==> src/rtl/fir_pkg.sv <==
// Shared types and constants for the counter-flow systolic FIR.
// Default widths, sample/coefficient types, tap table.
package fir_pkg;

  localparam int DATA_W  = 32;
  localparam int COEFF_W = 8;

  typedef logic signed [DATA_W-1:0]  sample_t;
  typedef logic signed [COEFF_W-1:0] coeff_t;

  localparam int N_TAPS = 2;

  localparam coeff_t TAPS [N_TAPS] = '{
    8'sd1,
    8'sd2
  };

endpackage

==> src/rtl/signed_mac.sv <==
// Combinational b + sext(COEFF) * a, wrapped to DATA_W bits.
// Two's complement throughout; no saturation.
module signed_mac
  import fir_pkg::*;
#(
  parameter int DATA_W  = fir_pkg::DATA_W,
  parameter int COEFF_W = fir_pkg::COEFF_W,
  parameter logic signed [COEFF_W-1:0] COEFF = 8'sd1
) (
  input  logic signed [DATA_W-1:0] a,
  input  logic signed [DATA_W-1:0] b,
  output logic signed [DATA_W-1:0] y
);

  localparam logic signed [DATA_W-1:0] C_EXT =
    DATA_W'(COEFF);

  logic signed [DATA_W-1:0] prod;

  // low DATA_W bits of the product are sign-agnostic
  assign prod = a * C_EXT;
  assign y    = b + prod;

endmodule

==> src/rtl/processing_unit.sv <==
// One tap of a counter-flow systolic FIR: sample flows down,
// partial sum flows up through a registered MAC.
module processing_unit
  import fir_pkg::*;
#(
  parameter int DATA_W  = fir_pkg::DATA_W,
  parameter int COEFF_W = fir_pkg::COEFF_W,
  parameter logic signed [COEFF_W-1:0] COEFF = 8'sd1
) (
  input  logic                     clk,
  input  logic                     rst_n,
  input  logic                     enable,
  input  logic signed [DATA_W-1:0] a_in,
  output logic signed [DATA_W-1:0] a_out,
  input  logic signed [DATA_W-1:0] b_in,
  output logic signed [DATA_W-1:0] b_out
);

  logic signed [DATA_W-1:0] b_next;

  signed_mac #(
    .DATA_W (DATA_W),
    .COEFF_W(COEFF_W),
    .COEFF  (COEFF)
  ) u_mac (
    .a(a_in),
    .b(b_in),
    .y(b_next)
  );

  always_ff @(posedge clk or negedge rst_n) begin
    if (!rst_n) begin
      a_out <= '0;
      b_out <= '0;
    end else if (enable) begin
      a_out <= a_in;
      b_out <= b_next;
    end
  end

endmodule

==> config.mk <==
export PLATFORM = sky130hd
export DESIGN_NAME = processing_unit
export DESIGN_NICKNAME = d
export VERILOG_FILES = /design/src/rtl/fir_pkg.sv /design/src/rtl/signed_mac.sv /design/src/rtl/processing_unit.sv
export SDC_FILE = /design/constraint.sdc
export NUM_CORES = 1
export LEC_CHECK = 0
export ABC_AREA = 1
export ABC_CLOCK_PERIOD_IN_PS = 1000
export CORE_MARGIN = 1.5
export CORE_UTILIZATION = 50
export DETAILED_ROUTE_END_ITERATION = 8
export GPL_ROUTABILITY_DRIVEN = 0
export PLACE_DENSITY = 0.91
export SLEW_MARGIN = 5
export SYNTH_ARGS = -nofsm -noshare
export SYNTH_HDL_FRONTEND = slang
export SYNTH_SLANG_ARGS = --single-unit
==> constraint.sdc <==
create_clock -name clk -period 1 [get_ports clk]
set_input_delay 0.1 -clock clk [delete_from_list [all_inputs] [get_ports clk]]
set_output_delay 0.1 -clock clk [all_outputs]
set_load 0.005 [all_outputs]
==> flow_summary.ini, run 1 <==
[grt]
grt_overflow = 18
grt_use_total_pct = 74.46
grt_start_max_net_pins = 65

[logic_synthesis]
synth_edf_count = 0
synth_top_area_share_pct = 33.76
synth.net_count = 843
synth-async-reset-ratio_pct = 100.0
synth_ff_type = dfrtp_1
avgSynthCellArea_um2 = 6.375
yosysSeqAreaShare_pct = 33.76
yosys.cell_types.count = 29
synth_top_cell_by_area = dfrtp_1
synth_warnings = 0
netlist_instances = 744
synth_area_um2 = 4743
synthTopCellsByArea = dfrtp_1 (34%), nand2_1 (28%), inv_1 (8.5%), ha_1 (8.2%), nand3_1 (4.4%)
ys_seq_elements = 64

[status]
stop_error = [ERROR GRT-0232] Routing congestion too high. Check the congestion heatmap in the GUI.
lastStage = global routing
status = stopped before the end

[clocking]
clock-root-buffer = clkbuf_8
numCtsBuffers = 9
max-clock-path-buffers = 2
cts_sinks = 64
ctsHtreeMaxLevel = 3

[floorplan]
die_x_um = 100.4
die-height_um = 100.4
initial_core_util_pct = 51.33
ioPinCount = 131
rows = 35

[sta]
crit_endpoint = b_out[16]$_DFFE_PN0P_/D
worstEpCategory = register input

[place]
io_buffer_count = 130
place_hpwl_mm = 10.84
dp_slack_ns = -0.9729
==> metrics by stage <==
stage               area, um2  utilization (%)  instances
floorplan                5202                -        744
global placement         6977            75.50       1035
detailed placement       6977            75.50       1035
CTS                      7934            85.86       1110
==> cell usage after synthesis (2+ instances only) <==
| cell type | number |
|---|---|
| nand2_1 | 358 |
| inv_1 | 108 |
| dfrtp_1 | 64 |
| nand3_1 | 42 |
| nor2_1 | 38 |
| ha_1 | 31 |
| a21oi_1 | 21 |
| xnor2_1 | 14 |
| nand2_2 | 12 |
| clkbuf_1 | 9 |
| o21ai_0 | 8 |
| o21ai_1 | 6 |
| buf_2 | 4 |
| nand3_2 | 4 |
| nand3b_1 | 3 |
| nand4_1 | 3 |
| nor2_2 | 3 |
| o21bai_1 | 3 |
| nor3_1 | 2 |
| nor3_2 | 2 |
==> metal layers <==
metal | global-route usage [%] | overflow
met5 | 29.23 | 0
met4 | 69.56 | 10
met3 | 57.10 | 0
met2 | 91.63 | 8
met1 | 76.87 | 0
==> logic make-up after synthesis <==
| family | share of synthesized area, % |
|---|---|
| AO/OA/AOI/OAI | 4.511 |
| XOR/XNOR | 2.770 |
| flip-flops | 33.76 |
| adder cells (fa/ha/maj) | 8.599 |
| AND/OR/NAND/NOR | 40.36 |
| buffers and inverters | 9.997 |
==> repair_timing <==
action	CTS
hold buffers	18
endpoints found under the setup margin	95
cloned	0
pin swaps	166
gates resized for setup	695
hold endpoints to repair	81
setup buffers	43
==> run 2, diff against run 1 <==
--- a/config.mk
+++ b/config.mk
@@ -8,10 +8,10 @@
 export ABC_AREA = 1
 export ABC_CLOCK_PERIOD_IN_PS = 1000
 export CORE_MARGIN = 1.5
-export CORE_UTILIZATION = 50
+export CORE_UTILIZATION = 35
 export DETAILED_ROUTE_END_ITERATION = 8
 export GPL_ROUTABILITY_DRIVEN = 0
-export PLACE_DENSITY = 0.91
+export PLACE_DENSITY_LB_ADDON = 0.15
 export SLEW_MARGIN = 5
 export SYNTH_ARGS = -nofsm -noshare
 export SYNTH_HDL_FRONTEND = slang
==> run 2 against run 1 <==
Against the previous run: synthesized area unchanged; synthesized cell count unchanged; the flow now finishes, with violations (setup timing).
==> flow_summary.ini, run 2 <==
[status]
status = finished with violations
violations = setup timing

[floorplan]
core_um2 = 13240
die-height_um = 119.4
initial_core_util_pct = 35.82
die_x_um = 119.4
rows = 42
ioPinCount = 131
dieArea_um2 = 14260

[worst_setup_path]
cp_max_fo = 4
crit_arrival_ns = 1.51
cp_cell_sequence = buf_8 > ha_4 > fa_2 > buf_6 > nand2_2 > nand3_2 > nand2_2 > nand2_4 > nand2_2 > nand3_1 > nand3_1 > nand2_1
path_common_cell = nand2_2
cp.required_ns = 1.23
path_delay_family = simple AND/OR/NAND/NOR gates
cp-end-kind = flop
ff2ff_path_depth = 3
critical_path_depth = 12
critical_path.n_buffers_inverters = 2
max_stage_delay_ns = 0.41
crit_path_start_kind = input port
critical_path.slowest_cell = fa_2
path_class = in2reg

[detailed_routing]
drc = 0
finalWirelength_mm = 16.54
num_vias = 5514
drt_pass1_iterations = 5
vias_per_cell = 4.737
drt_iter0_markers = 239
ant_nets = 0
wire_per_inst_um = 14.21

[logic_synthesis]
synth_common_cells = nand2_1 (358), inv_1 (108), dfrtp_1 (64)
synth-async-reset-ratio_pct = 100.0
synth_ff_type = dfrtp_1
yosysSeqAreaShare_pct = 33.76
synth_warnings = 0
synthTopCellsByArea = dfrtp_1 (34%), nand2_1 (28%), inv_1 (8.5%), ha_1 (8.2%), nand3_1 (4.4%)
synth_top_cell_by_area = dfrtp_1
avgSynthCellArea_um2 = 6.375
synth.net_count = 843
yosys.cell_types.count = 29
ys_seq_elements = 64
yosysMostFrequentCell = nand2_1
synth_edf_count = 0
synth_top_area_share_pct = 33.76
synth_area_um2 = 4743
netlist_instances = 744

[cells_and_area]
diodes = 0
reg.largest.list = a_out (32), b_out (32)
drive_above_1_share_pct = 48.79
fillers = 1134
nets = 1082
final_core_util_pct = 65.30
final_common_cell = nand2_1
syn_to_final_growth_pct = 82.30
final_cell_mix = nand2_1 (248), inv_1 (88), nand2_2 (80), buf_2 (77), buf_4 (76)

[pwr]
max-vdd-ir-drop_mv = 0.6369
p_leak_nw = 4.589
report.power.total_w = 0.01095
power-per-cell-area_nw_per_um2 = 1266

[clocking]
clk_latency_ns = 0.34
cts_sinks = 64
numCtsBuffers = 9
ctsHtreeMaxLevel = 3
clock-root-buffer = clkbuf_16
max-clock-path-buffers = 2
cts_tree = yes
clk_pin_slew_ns = 0.05

[sta]
hold_violations = 0
fin_skew_ns = 0
fin_crit_sh_pct = 127.5
tightest_slew_ns = 0.3680
clock.fmax_ghz = 0.7841
finalSetupViolCount = 26
post-route-min-period_ns = 1.275
setup_ws_ns = -0.2754
holdWs_ns = 0.01585
rsz0062_at_grt = yes
maxSlewHeadroom_pct = 75.47
final-max-slew-violation-count = 0

[hold_path]
hold_path_class = in2reg
hold_depth = 3

[grt]
grt_pass1_vias = 5604
grt_start_max_net_pins = 65
antenna_found_initial = 0
grt_overflow = 0
grt_use_total_pct = 22.99
grt_pass1_wl_mm = 26.32

[place]
io_buffer_count = 130
place_hpwl_mm = 11.31
dp_slack_ns = -1.046

[run]
cap_violations = 0
run 2: cell counts after synthesis:
No cell type changed its count.
run 2: logic make-up (layout without fill, tap and decap cells):
| family | Yosys count | in the layout | share of synthesized area [%] |
|---|---|---|---|
| adders and majority gates | 32 | 32 | 8.599 |
| buffers and inverters | 124 | 368 | 9.997 |
| DFF | 64 | 64 | 33.76 |
| and+or+nand+nor | 469 | 469 | 40.36 |
| AOI/OAI and AO/OA | 40 | 40 | 4.511 |
| xor gates and xnor gates | 15 | 15 | 2.770 |
run 2: worst reg2reg max path, stage by stage, from the launching register on:
cell     delay (ns)
dfrtp_1        0.38
buf_4          0.13
nand2_1        0.07
nand2_1        0.07
run 2: layout make-up:
type	instances	area [um2]	share of cell area, %
sequential	64	1602	18.52
tap	176	220.2	2.547
timing repair buffer	242	1971	22.79
inverter	110	427.9	4.949
clock inverter	6	82.58	0.9550
multi-input combinational	556	4105	47.48
clock buffer	10	239.0	2.764
run 2: repair_timing:
item	in CTS	in global routing
setup buffers	32	14
gates resized for setup	713	109
hold buffers	14	10
endpoints found under the hold margin	77	10
pin swaps	139	85
setup endpoints to repair	95	31
run 2: through the flow:
stage	setup TNS (ns)	cell area, um2	instances
2_1_floorplan	-5.457	5202	744
3_3_place_gp	-25.32	7071	1085
3_5_place_dp	-26.70	7071	1085
4_1_cts	-3.008	8138	1145
5_1_grt	-6.101	8647	1164
6_report	-4.189	8647	1164
run 2: final timing paths:
check                      startpoint   endpoint  slack [ns]
min reg2reg                 a_out[27]  a_out[27]        0.47
min                          a_in[24]  a_out[24]        0.02
max in group asynchronous       rst_n   b_out[9]        0.40
min in group asynchronous       rst_n  a_out[24]        0.31
max                           a_in[0]  b_out[30]       -0.28
max reg2reg                 a_out[30]  a_out[30]        0.23
run 2: power by group:
part | internal [W] | switching (W)
combinational | 0.00211 | 0.00225
clock | 0.00223 | 0.00122
sequential | 0.00294 | 0.000192
run 2: routing by layer:
metal	up-vias	GRT usage [%]	part of all wire, %
li1	2749	-	-
met1	2571	30.12	45
met2	167	37.75	48
met3	27	4.023	5.2
met4	0	9.077	2.3
met5	-	0	0
(Power assumes the default switching activity.)
